==> src/rtl/gate_eval_arbiter.sv <==
// Round-robin sequencer that shares one registered NAND-OR unit between NUM_REQ requesters.
// The winner's operands are latched onto the unit; after LAT edges its result is returned.
module gate_eval_arbiter #(
    parameter int NUM_REQ = 4,
    parameter int LAT     = 1,
    parameter int IDX_W   = $clog2(NUM_REQ)
) (
    input  logic               clk,
    input  logic               rst_n,
    input  logic [NUM_REQ-1:0] req,
    input  logic [NUM_REQ-1:0] op_a,
    input  logic [NUM_REQ-1:0] op_b,
    input  logic [NUM_REQ-1:0] op_c,
    output logic [NUM_REQ-1:0] gnt,
    output logic [IDX_W-1:0]   gnt_id,
    output logic [NUM_REQ-1:0] rsp_valid,
    output logic               rsp_data,
    output logic               busy,
    output logic               u_a,
    output logic               u_b,
    output logic               u_c,
    input  logic               u_q
);

    localparam int CNT_W = (LAT > 1) ? $clog2(LAT) : 1;
    localparam logic [CNT_W-1:0] CNT_INIT = CNT_W'(LAT - 1);

    localparam logic [1:0] IDLE  = 2'd0;
    localparam logic [1:0] ISSUE = 2'd1;
    localparam logic [1:0] WAIT  = 2'd2;
    localparam logic [1:0] RESP  = 2'd3;

    logic [1:0]         state;
    logic [1:0]         state_d;
    logic [IDX_W-1:0]   ptr;
    logic [IDX_W-1:0]   ptr_d;
    logic [IDX_W-1:0]   win_id;
    logic [IDX_W-1:0]   cand;
    logic [NUM_REQ-1:0] win_oh;
    logic               win;
    logic               arb;
    logic [CNT_W-1:0]   cnt;

    // Search starts at ptr so the last winner ends up with lowest priority.
    always_comb begin
        win    = 1'b0;
        win_id = '0;
        cand   = '0;
        for (int k = 0; k < NUM_REQ; k++) begin
            int idx;
            idx = int'(ptr) + k;
            if (idx >= NUM_REQ) idx = idx - NUM_REQ;
            cand = IDX_W'(idx);
            if (!win && req[cand]) begin
                win    = 1'b1;
                win_id = cand;
            end
        end
        win_oh = NUM_REQ'(1) << win_id;
        ptr_d  = (int'(win_id) == NUM_REQ - 1) ? '0 : win_id + IDX_W'(1);
    end

    assign arb = (state == IDLE) || (state == RESP);

    always_comb begin
        state_d = IDLE;
        case (state)
            IDLE:    state_d = win ? ISSUE : IDLE;
            ISSUE:   state_d = WAIT;
            WAIT:    state_d = (cnt == '0) ? RESP : WAIT;
            RESP:    state_d = win ? ISSUE : IDLE;
            default: state_d = IDLE;
        endcase
    end

    always_ff @(posedge clk or negedge rst_n) begin
        if (!rst_n) begin
            state     <= IDLE;
            ptr       <= '0;
            cnt       <= '0;
            gnt       <= '0;
            gnt_id    <= '0;
            rsp_valid <= '0;
            rsp_data  <= 1'b0;
            busy      <= 1'b0;
            u_a       <= 1'b0;
            u_b       <= 1'b0;
            u_c       <= 1'b0;
        end else begin
            state     <= state_d;
            busy      <= (state_d != IDLE);
            gnt       <= '0;
            rsp_valid <= '0;
            if (arb && win) begin
                gnt    <= win_oh;
                gnt_id <= win_id;
                u_a    <= op_a[win_id];
                u_b    <= op_b[win_id];
                u_c    <= op_c[win_id];
                ptr    <= ptr_d;
            end
            if (state == ISSUE) begin
                cnt <= CNT_INIT;
            end
            // The unit sampled u_* at the end of ISSUE; u_q is valid once cnt reaches zero.
            if (state == WAIT) begin
                if (cnt == '0) begin
                    rsp_data  <= u_q;
                    rsp_valid <= NUM_REQ'(1) << gnt_id;
                end else begin
                    cnt <= cnt - CNT_W'(1);
                end
            end
        end
    end

endmodule

==> config.mk <==
export PLATFORM = sky130hd
export DESIGN_NAME = gate_eval_arbiter
export DESIGN_NICKNAME = d
export VERILOG_FILES = /design/src/rtl/gate_eval_arbiter.sv
export SDC_FILE = /design/constraint.sdc
export NUM_CORES = 1
export LEC_CHECK = 0
export BUFFER_PORTS_ARGS = -buffer_cell sky130_fd_sc_hd__buf_2
export CAP_MARGIN = 5
export CORE_MARGIN = 8
export CORE_UTILIZATION = 54
export CTS_CLUSTER_SIZE = 12
export DETAILED_ROUTE_END_ITERATION = 16
export MAX_ROUTING_LAYER = met4
export PLACE_DENSITY = 0.83
export SETUP_SLACK_MARGIN = 0.02
export SLEW_MARGIN = 25
export SYNTH_ARGS = -nofsm -noshare
export SYNTH_HDL_FRONTEND = slang
export SYNTH_SLANG_ARGS = --single-unit
==> constraint.sdc <==
create_clock -name clk -period 4.54 [get_ports clk]
set_input_delay 1.135 -clock clk [delete_from_list [all_inputs] [get_ports clk]]
set_output_delay 1.135 -clock clk [all_outputs]
set_load 0.02 [all_outputs]
==> flow_summary_export.csv <==
group,metric,value,unit
outcome,status,"complete, no violations",
worst_setup_path,cpLargestDelayFamily,"simple AND/OR/NAND/NOR gates",
finish,fillers,179,
cts,ctsHoldBuffers,0,
route,drt-total-wl,2.312,mm
place,place_congestion,0.8485,
global_routing,globalRouteTotalUtil,0.1366,
cts,cts_tree,"built",
finish,drive_gt1_frac,0.3881,
finish,num-nets-final,161,
pwr,leakage,0.6998,nW
sta,max_freq,429.0,MHz
cts,clk_pin_slew_worst_paths,0.10,ns
worst_setup_path,critPathMaxStageDelay,0.71,ns
route,vias,872,
cts,cts_htree_levels,1,
floorplanning,io_pins,34,
cts,cts_resized,0,
worst_setup_path,cp_cell_sequence,"buf_2 > or4_1 > nand2_8 > mux2_2",
synth,synth_area_leader_cell,"dfrtp_1",
flow_run,drv_cap,0,
synth,yosys_warnings,0,
worst_setup_path,path_depth,4,
place,hpwl,1.906,mm
synth,synth_compound_area_frac,0.1650,
place,placedCellCount,157,
cts,clk_latency,0.30,ns
pwr,ir_drop,0.3325,mV
floorplanning,dieArea,3774,sq um
pwr,clkPwrFrac,0.150,
global_routing,antenna_found_initial,0,
worst_hold_path,hold_depth,2,
worst_setup_path,critical-path-slowest-cell,"or4_1",
route,dr.pass1.iters,4,
synth,yosys-top-cells-area,"dfrtp_1 45%, ha_1 7.9%, mux2i_1 3.6%",
worst_setup_path,reg2reg_from,"state[0]",
sta,fin_crit,2.331,ns
sta,relSlewSlack,0.7221,
finish,area_delta_synth_final,18.74,%
route,vias_per_cell,5.416,
finish,n_antenna_cell,0,
pwr,internal-power,0.5486,mW
route,drt.antenna.violating_nets,0,
worst_setup_path,crit_arrival,2.52,ns
sta,rsz0062_at_grt,"false",
synth,synth_nets,126,
synth,synth_top_family_by_area,"simple AND/OR/NAND/NOR gates",
route,drc,0,
pwr,seqPwrFrac,0.318,
synth,synth_mux_area_frac,0.04602,
cts,post_cts_buffers,0,
synth,ys_types,35,
place,dp_slack,1.903,ns
worst_hold_path,min_to,"rsp_data",
sta,hold_viol_final,0,
cts,clock_sinks,20,
cts,cts_buffers,3,
synth,syn_area_per_cell,11.15,sq um
worst_hold_path,hold_path_class,"flop to flop",
synth,yosys.area_share.simple,0.2020,
sta,setup_tns,0,ns
finish,final_common_cell,"buf_2",
worst_setup_path,reg2regPathDepth,6,
pwr,switchingPower,0.4061,mW
finish,layout_common_cells,"33 x buf_2, 20 x dfrtp_1, 9 x nand2_1, 7 x ha_1",
worst_setup_path,start_kind,"input pin",
worst_setup_path,criticalPathCategory,"input pin to flop",
route,drt_first_iter_violations,8,
route,wire_per_inst,14.36,microns
finish,final_cells,161,
synth,syn_area,1115,sq um
worst_setup_path,cp_num_buf_inv,1,
finish,fin_area,1324,sq um
sta,timing.final.crit_share,0.5134,
synth,synth-adder-area-share,0.07856,
global_routing,overflow,0,
pwr,p_comb_frac,0.532,
global_routing,grt_max_degree,21,
synth,synth_ff_type,"dfrtp_1",
floorplanning,rows,16,
pwr,swShare,0.4254,
global_routing,grt_first_pass_wirelength,3.808,mm
sta,slew_violations,0,
sta,tightestPinTransition,0.4168,ns
cts,cts-root-buf,"clkbuf_4",
synth,ys_seq_area_frac,0.4489,
global_routing,first_global_vias,936,
synth,ys_ff_latch,20,
synth,synth-edff-count,0,
place,dpl_cell_area,1271,sq um
worst_setup_path,critPathRequiredTime,4.73,ns
cts,cts_buffer_depth,2,
synth,async_flop_share,1.000,
worst_setup_path,r2r_end,"u_a",
floorplanning,die_h,61.44,microns
floorplanning,coreArea,1962,sq um
floorplanning,initial_core_util,0.5682,
synth,synth_xor_area_frac,0,
place,io_buffers,33,
worst_setup_path,r2r_setup_slack,2.68,ns
worst_setup_path,crit_fanout,14,
worst_hold_path,min_from,"rsp_data",
floorplanning,dieWidth,61.44,microns
sta,fin_ws,2.209,ns
sta,setup_viol,0,
worst_setup_path,critPathCaptureType,"flop",
pwr,cellPowerDensity,721.2,nW/um^2
finish,post-route-util,0.6747,
synth,synth_top_area_share,0.4489,
synth,synthCells,100,
sta,fin_skew,0.01024,ns
how the worst max path moves through the flow:
stage | startpoint | end | slack, ns
final | req[0] | ptr[1] | 2.21
after global routing | req[0] | ptr[1] | 2.18
after CTS | req[0] | ptr[1] | 2.23
after detailed placement | req[0] | ptr[1] | 1.90
after global placement | req[0] | ptr[1] | 1.92
after floorplan | req[0] | ptr[1] | 2.21
flip-flops by register name, summed over array words and instances, names as in the netlist:
register / cells
u_b: 1
rsp_data: 1
cnt: 1
u_a: 1
busy: 1
gnt: 4
ptr: 2
gnt_id: 2
u_c: 1
state: 2
rsp_valid: 4
layer usage:
metal  global-route usage  up-vias  part of all wire
met3              0.01670        6             0.064
met1               0.1488      413              0.43
met5                    -        -                 0
met2               0.2313       29              0.47
met4              0.08442        0             0.031
li1                     -      424                 -
worst register-to-register path, cell delays in order (launching register included):
cell	delay, ns
dfrtp_1	0.39
inv_1	0.05
ha_1	0.48
inv_1	0.14
nor4_1	0.41
o21ai_0	0.18
o311ai_1	0.12
final cells by class:
class	count	area (sq um)	share of cell area
multi-input cells	72	548.0	0.4140
flip-flops and latches	20	500.5	0.3781
repair buffers	33	165.2	0.1248
well taps	27	33.78	0.02552
clock inverters	1	30.03	0.02268
inverters	5	23.77	0.01796
clock buffers	3	22.52	0.01701
cell usage after synthesis, types with 2 or more instances:
master and n:
nand2_1 9, o21ai_0 4, nand2b_1 3, mux2i_1 4, o311ai_1 3, a21oi_1 2
and3_1 4, nor2b_1 2, ha_1 7, and3_2 4, nor3_2 2, a21boi_0 4
nor3b_1 3, buf_6 2, nor2_1 4, inv_1 4, dfrtp_1 20, a21o_2 2
kinds of logic after synthesis:
group | count (synthesis)
DFF | 20
muxes | 5
and+or+nand+nor | 36
AOI/OAI and AO/OA | 24
adders and majority gates | 7
buffers and inverters | 8
per-stage QoR:
stage / power [mW] / hold slack [ns]
4_1_cts: 0.9633 / 0.4998
3_3_place_gp: 0.7946 / 0.4537
6_report: 0.9546 / 0.4928
2_1_floorplan: 0.7243 / 0.5189
3_5_place_dp: 0.8208 / 0.4734
5_1_grt: 1.023 / 0.5303
power groups by stage:
stage / registers [mW] / clock network, mW / logic, mW
5_1_grt: 0.314 / 0.155 / 0.554
6_report: 0.303 / 0.144 / 0.508
3_5_place_dp: 0.308 / 0 / 0.513
4_1_cts: 0.304 / 0.146 / 0.514
3_3_place_gp: 0.303 / 0 / 0.492
2_1_floorplan: 0.359 / 0 / 0.365
Power figures use the tool's default switching activity.
